$ cat src/rtl/adis16209_pkg.sv
// adis16209_pkg: state encodings, register addresses and read-frame helper for the ADIS16209 poller
package adis16209_pkg;
  localparam logic [6:0] X_ADDR = 7'h0C;
  localparam logic [6:0] Y_ADDR = 7'h0E;
  localparam logic [6:0] T_ADDR = 7'h0A;
  typedef enum logic [3:0] {
    S_IDLE, S_CFG0, S_CFG1, S_RD_X, S_RD_Y, S_RD_T, S_RD_FLUSH, S_PUBLISH, S_WAIT_PER
  } state_e;
  typedef enum logic [1:0] {F_IDLE, F_STALL, F_WAIT} fstate_e;
  function automatic logic [15:0] read_frame(input logic [6:0] addr);
    return {1'b0, addr, 8'h00};
  endfunction
endpackage

$ cat src/rtl/adis_frame_issuer.sv
// adis_frame_issuer: stall wait, one-cycle spi_req, hold until done or timeout
module adis_frame_issuer
  import adis16209_pkg::*;
#(
  parameter int STALL_CYC   = 64,
  parameter int TIMEOUT_CYC = 1024
) (
  input  logic        clk,
  input  logic        rst,
  input  logic        active_i,
  input  logic        wr_i,
  input  logic [15:0] data_i,
  input  logic        spi_done_i,
  output logic        spi_req_o,
  output logic        spi_wr_en_o,
  output logic [15:0] spi_data_tx_o,
  output logic        done_o,
  output logic        tmo_o
);
  localparam int SW = $clog2(STALL_CYC + 1);
  localparam int TW = $clog2(TIMEOUT_CYC + 1);
  fstate_e st_q;
  logic [SW-1:0] stall_q;
  logic [TW-1:0] tmo_q;
  assign done_o = (st_q == F_WAIT) && spi_done_i;
  assign tmo_o  = (st_q == F_WAIT) && !spi_done_i && (tmo_q == TW'(TIMEOUT_CYC));
  always_ff @(posedge clk) begin
    if (rst) begin
      st_q          <= F_IDLE;
      stall_q       <= '0;
      tmo_q         <= '0;
      spi_req_o     <= 1'b0;
      spi_wr_en_o   <= 1'b0;
      spi_data_tx_o <= '0;
    end else begin
      spi_req_o <= 1'b0;
      unique case (st_q)
        F_IDLE: if (active_i) begin
          st_q    <= F_STALL;
          stall_q <= '0;
        end
        F_STALL: if (stall_q == SW'(STALL_CYC - 1)) begin
          st_q          <= F_WAIT;
          tmo_q         <= '0;
          spi_req_o     <= 1'b1;
          spi_wr_en_o   <= wr_i;
          spi_data_tx_o <= data_i;
        end else stall_q <= stall_q + 1'b1;
        F_WAIT: if (done_o || tmo_o) st_q <= F_IDLE;
          else if (tmo_q != TW'(TIMEOUT_CYC)) tmo_q <= tmo_q + 1'b1;
        default: st_q <= F_IDLE;
      endcase
    end
  end
endmodule

$ cat src/rtl/adis16209_poll_ctrl.sv
// adis16209_poll_ctrl: configures the ADIS16209 then publishes periodic realigned {x,y,temp} samples
module adis16209_poll_ctrl
  import adis16209_pkg::*;
#(
  parameter logic [15:0] CFG0_FRAME  = 16'h0004,
  parameter logic [15:0] CFG1_FRAME  = 16'h7000,
  parameter int          STALL_CYC   = 64,
  parameter int          PERIOD_CYC  = 420000,
  parameter int          TIMEOUT_CYC = 1024
) (
  input  logic        clk,
  input  logic        rst,
  input  logic        enable,
  output logic        spi_req,
  output logic        spi_wr_en,
  output logic [15:0] spi_data_tx,
  input  logic        spi_done,
  input  logic [15:0] spi_data_rx,
  output logic [15:0] x_data,
  output logic [15:0] y_data,
  output logic [15:0] temp_data,
  output logic        sample_valid,
  output logic        busy,
  output logic        timeout_err
);
  localparam int PW = $clog2(PERIOD_CYC + 1);
  state_e state_q;
  logic cfg_done_q, en_q, f_done, f_tmo, frame_act, frame_wr;
  logic [PW-1:0] per_q;
  logic [15:0] xs_q, ys_q, frame_tx;
  assign frame_act = state_q inside {S_CFG0, S_CFG1, S_RD_X, S_RD_Y, S_RD_T, S_RD_FLUSH};
  assign frame_wr  = state_q inside {S_CFG0, S_CFG1};
  assign busy      = (state_q != S_IDLE) && (state_q != S_WAIT_PER);
  always_comb
    frame_tx = state_q == S_CFG0 ? CFG0_FRAME :
               state_q == S_CFG1 ? CFG1_FRAME :
               state_q == S_RD_X ? read_frame(X_ADDR) :
               state_q == S_RD_Y ? read_frame(Y_ADDR) : read_frame(T_ADDR);
  adis_frame_issuer #(.STALL_CYC(STALL_CYC), .TIMEOUT_CYC(TIMEOUT_CYC)) u_issuer (
    .clk          (clk),
    .rst          (rst),
    .active_i     (frame_act),
    .wr_i         (frame_wr),
    .data_i       (frame_tx),
    .spi_done_i   (spi_done),
    .spi_req_o    (spi_req),
    .spi_wr_en_o  (spi_wr_en),
    .spi_data_tx_o(spi_data_tx),
    .done_o       (f_done),
    .tmo_o        (f_tmo)
  );
  always_ff @(posedge clk) begin
    if (rst) begin
      state_q      <= S_IDLE;
      cfg_done_q   <= 1'b0;
      en_q         <= 1'b0;
      per_q        <= '0;
      xs_q         <= '0;
      ys_q         <= '0;
      x_data       <= '0;
      y_data       <= '0;
      temp_data    <= '0;
      sample_valid <= 1'b0;
      timeout_err  <= 1'b0;
    end else begin
      en_q         <= enable;
      sample_valid <= 1'b0;
      if (per_q != PW'(PERIOD_CYC)) per_q <= per_q + 1'b1;
      if (enable && !en_q) timeout_err <= 1'b0;
      if (f_tmo) begin
        state_q     <= S_IDLE;
        timeout_err <= 1'b1;
        xs_q        <= '0;
        ys_q        <= '0;
      end else begin
        unique case (state_q)
          S_IDLE: if (enable && !timeout_err) begin
            state_q <= cfg_done_q ? S_RD_X : S_CFG0;
            per_q   <= '0;
          end
          S_CFG0: if (f_done) state_q <= S_CFG1;
          S_CFG1: if (f_done) begin
            state_q    <= S_RD_X;
            cfg_done_q <= 1'b1;
            per_q      <= '0;
          end
          S_RD_X: if (f_done) state_q <= S_RD_Y;
          S_RD_Y: if (f_done) begin
            state_q <= S_RD_T;
            xs_q    <= spi_data_rx;
          end
          S_RD_T: if (f_done) begin
            state_q <= S_RD_FLUSH;
            ys_q    <= spi_data_rx;
          end
          S_RD_FLUSH: if (f_done) begin
            state_q      <= S_PUBLISH;
            x_data       <= xs_q;
            y_data       <= ys_q;
            temp_data    <= spi_data_rx;
            sample_valid <= 1'b1;
          end
          S_PUBLISH: state_q <= S_WAIT_PER;
          S_WAIT_PER: if (per_q >= PW'(PERIOD_CYC - 1)) begin
            state_q <= enable ? S_RD_X : S_IDLE;
            per_q   <= '0;
          end
          default: state_q <= S_IDLE;
        endcase
      end
    end
  end
endmodule
$ cat config.mk
export PLATFORM = sky130hd
export DESIGN_NAME = adis16209_poll_ctrl
export DESIGN_NICKNAME = d
export VERILOG_FILES = /design/src/rtl/adis16209_pkg.sv /design/src/rtl/adis_frame_issuer.sv /design/src/rtl/adis16209_poll_ctrl.sv
export SDC_FILE = /design/constraint.sdc
export NUM_CORES = 1
export LEC_CHECK = 0
export CORE_UTILIZATION = 48
export DETAILED_ROUTE_END_ITERATION = 12
export GPL_TIMING_DRIVEN = 0
export PLACE_DENSITY_LB_ADDON = 0.08
export SLEW_MARGIN = 20
export SYNTH_ARGS = -nofsm -noshare
export SYNTH_HDL_FRONTEND = slang
export SYNTH_SLANG_ARGS = --single-unit
export TNS_END_PERCENT = 10
$ cat constraint.sdc
create_clock -name clk -period 1.6 [get_ports clk]
set_input_delay 0.32 -clock clk [delete_from_list [all_inputs] [get_ports clk]]
set_output_delay 0.32 -clock clk [all_outputs]
set_load 0.01 [all_outputs]
==> flow_metrics.tcl <==
set metrics [dict create \
    seq_area_frac_synth_pct 48.3 \
    io_buffers 79 \
    die-area_sq_um 12000 \
    synth_compound_area_share_pct 14.0 \
    p_per_area_nw_per_um2 1040 \
    via_per_inst 5.38 \
    synth_area_leader_cell "dfxtp_1" \
    crit_slowest_cell "nor4_4" \
    hp-start "x_data[10]" \
    hp-class "reg -> reg" \
    crit_type "reg -> reg" \
    cp.buffers_inverters 1 \
    clk_latency_ns 0.42 \
    min_path_cells 2 \
    tritoncts "built" \
    syn_to_final_growth_pct 40.3 \
    yosysUniqueCellTypes 55 \
    clock.fmax_ghz 0.593 \
    ir_drop_mv 0.781 \
    grt_pass1_wl_um 23800 \
    critPathTopFamily "simple AND/OR/NAND/NOR gates" \
    first_pass_iters 5 \
    coreArea_sq_um 11000 \
    grt_pass1_vias 4847 \
    num-nets-final 835 \
    setup_viol 31 \
    drv_slew 0 \
    numClockSinks 134 \
    synth.area.top_cells "dfxtp_1 48%, nand2_1 12%, a21oi_1 8.7%" \
    antenna_found_initial 0 \
    critical_path_required_ns 1.92 \
    grt_start_max_net_pins 20 \
    min_period_over_period_pct 105 \
    endpoint_kind "flop" \
    synthSimpleGateAreaFrac_pct 25.6 \
    track_usage_pct 26.3 \
    tightest_slew_ns 0.523 \
    synth_edf_count 0 \
    first_iter_violations 275 \
    vias 5177 \
    drt-total-wl_um 15300 \
    reg2reg_depth 6 \
    diodes 0 \
    synthArstFlopShare_pct 0 \
    violations "negative setup slack" \
    rsz0062_at_grt "true" \
    overflow 0 \
    wire_per_inst_um 15.9 \
    yosys_register_bits 134 \
    gp_congestion 0.822 \
    synth_top_family_by_area "simple AND/OR/NAND/NOR gates" \
    fin_cells 963 \
    reg2reg_slack_ns -0.09 \
    hold_violations 0 \
    netlist_instances 679 \
    yosys.area_share.adder_pct 1.13 \
    final.setup.worst_slack_ns -0.0857 \
    synth_mux_area_share_pct 0.563 \
    syn_avg_cell_area_sq_um 8.18 \
    min_period_ns 1.69 \
    maxCapViolations 0 \
    leakage_nw 3.08 \
    ys.flop_type "dfxtp_1" \
    yosys-top-cells-count "181 x nand2_1, 134 x dfxtp_1, 96 x a21oi_1" \
    final.setup.tns_ns -1.79 \
    r2r_end "u_issuer.tmo_q[10]" \
    yosysWarnings 0 \
    crit_arrival_ns 2.00 \
    post-dp-hpwl_um 9990 \
    cts_buffer_depth 2 \
    clkTransAtPathRegs_ns 0.06 \
    cts_root_buf "clkbuf_16" \
    worstReg2RegStart "u_issuer.tmo_q[7]" \
    drt.antenna.violating_nets 0 \
    row_count 38 \
    max-slew-margin-rel_pct 65.1 \
    hold_end "x_data[10]" \
    critPathLaunchType "flop" \
    fp.dieW_um 110 \
    fin_skew_ns 0.00530 \
    start_util_pct 50.3 \
    cts.htree.levels 4 \
    yosysTopAreaCellShare_pct 48.3 \
    filler_cell_count 886 \
    synth_xor_xnor_area_share_pct 4.73 \
    drive_above_1_share_pct 22.2 \
    status "complete, but fails checks" \
    syn_area_sq_um 5550 \
    die_y_um 110 \
    drc 0 \
    ios 89 \
    synth_most_common_cell "nand2_1" \
    cp_max_fo 5 \
    place_inst 906 \
    crit_path_max_incr_delay_ns 0.45 \
    total_power_mw 8.07 \
    cts-buffers-inserted 17 \
    path_cells "nor4_4, a31oi_4, buf_6, o2111ai_1, xor2_1, nor2_1" \
]
tightest hold or removal path, cell delays in order (launching register included):
cell,delay [ns]
dfxtp_1,0.30
nand2_1,0.05
a21oi_1,0.05
kinds of logic (layout without fill, tap and decap cells):
logic type,count (synthesis),in the layout
simple gates,311,311
fa+ha+maj,5,5
flops,134,134
buf+inv,61,197
xor+xnor,30,30
mux,3,3
other cells,1,9
compound gates,134,134
per-stage QoR:
stage	utilization [%]	instance area, sq um	setup slack [ns]	hold WS (ns)
final	70.6	7790	-0.0857	0.450
after global routing	70.6	7790	-0.174	0.464
after CTS	67.5	7440	-0.117	0.452
after detailed placement	59.4	6550	-0.682	0.447
after global placement	59.4	6550	-0.604	0.440
after floorplan	-	5590	-0.00983	0.432
worst max-delay path by stage:
stage / slack, ns / startpoint / to / cells past startpoint
after floorplan: -0.01 / u_issuer.stall_q[0] / u_issuer.tmo_q[0] / 7
after global placement: -0.60 / spi_done / xs_q[11] / 6
after detailed placement: -0.68 / spi_done / xs_q[10] / 6
after CTS: -0.12 / per_q[1] / per_q[12] / 8
after global routing: -0.17 / per_q[11] / per_q[1] / 6
final: -0.09 / u_issuer.tmo_q[7] / u_issuer.tmo_q[10] / 6
registers in the layout, summed over array words and instances (netlist names):
signal and count:
per_q 19, temp_data 16, x_data 16, xs_q 16, y_data 16, ys_q 16
u_issuer.tmo_q 11, u_issuer.stall_q 7, u_issuer.spi_data_tx_o 5, state_q 4, u_issuer.st_q 2, cfg_done_q 1
en_q 1, sample_valid 1, timeout_err 1, u_issuer.spi_req_o 1, u_issuer.spi_wr_en_o 1
layout make-up:
cell class	count	area, sq um	area share [%]
multi-input combinational	492	2870	36.8
sequential	134	2740	35.1
timing repair buffer	111	981	12.6
clock buffer	20	457	5.86
buffer	46	372	4.77
clock inverter	12	176	2.26
tap	140	175	2.25
inverter	8	30.0	0.385
placed cells by master (no fill, tap or decap), types with 6 or more instances in the layout:
cell type        count
conb_1               9
and3_1               9
dlygate4sd2_1       57
buf_4               45
dfxtp_1            112
xnor2_1             12
clkbuf_16           17
nand3_1             17
nor3_1               6
dfxtp_2             12
nor2_2              12
clkbuf_2             7
clkdlybuf4s50_1     18
dfxtp_4             10
inv_1                7
and4_1               6
buf_6               16
xor2_1              18
a21oi_1             91
nand2_1            179
nor2_1              38
o211ai_1             6
clkbuf_1             6
power by group:
part / internal, mW / leakage (nW) / total [mW] / switching, mW
Clock: 2.68 / 0.306 / 4.14 / 1.46
Sequential: 3.36 / 1.09 / 3.39 / 0.0388
Combinational: 0.243 / 1.68 / 0.532 / 0.289
Total: 6.28 / 3.08 / 8.07 / 1.78
metal layers:
metal | routed length [um] | up-vias | track usage, %
met3 | 730 | 23 | 6.34
met1 | 6830 | 2466 | 34.1
met2 | 7490 | 149 | 42.9
met5 | 0 | - | 0
li1 | - | 2539 | -
met4 | 257 | 0 | 9.14
timing repair:
action,4_1_cts,5_1_grt
resized for setup,149,73
hold buffers,0,0
pin swaps,17,23
setup buffers,12,18
gates cloned,1,1
setup endpoints to repair,186,107
No activity file was read; power rests on OpenSTA's default activity.
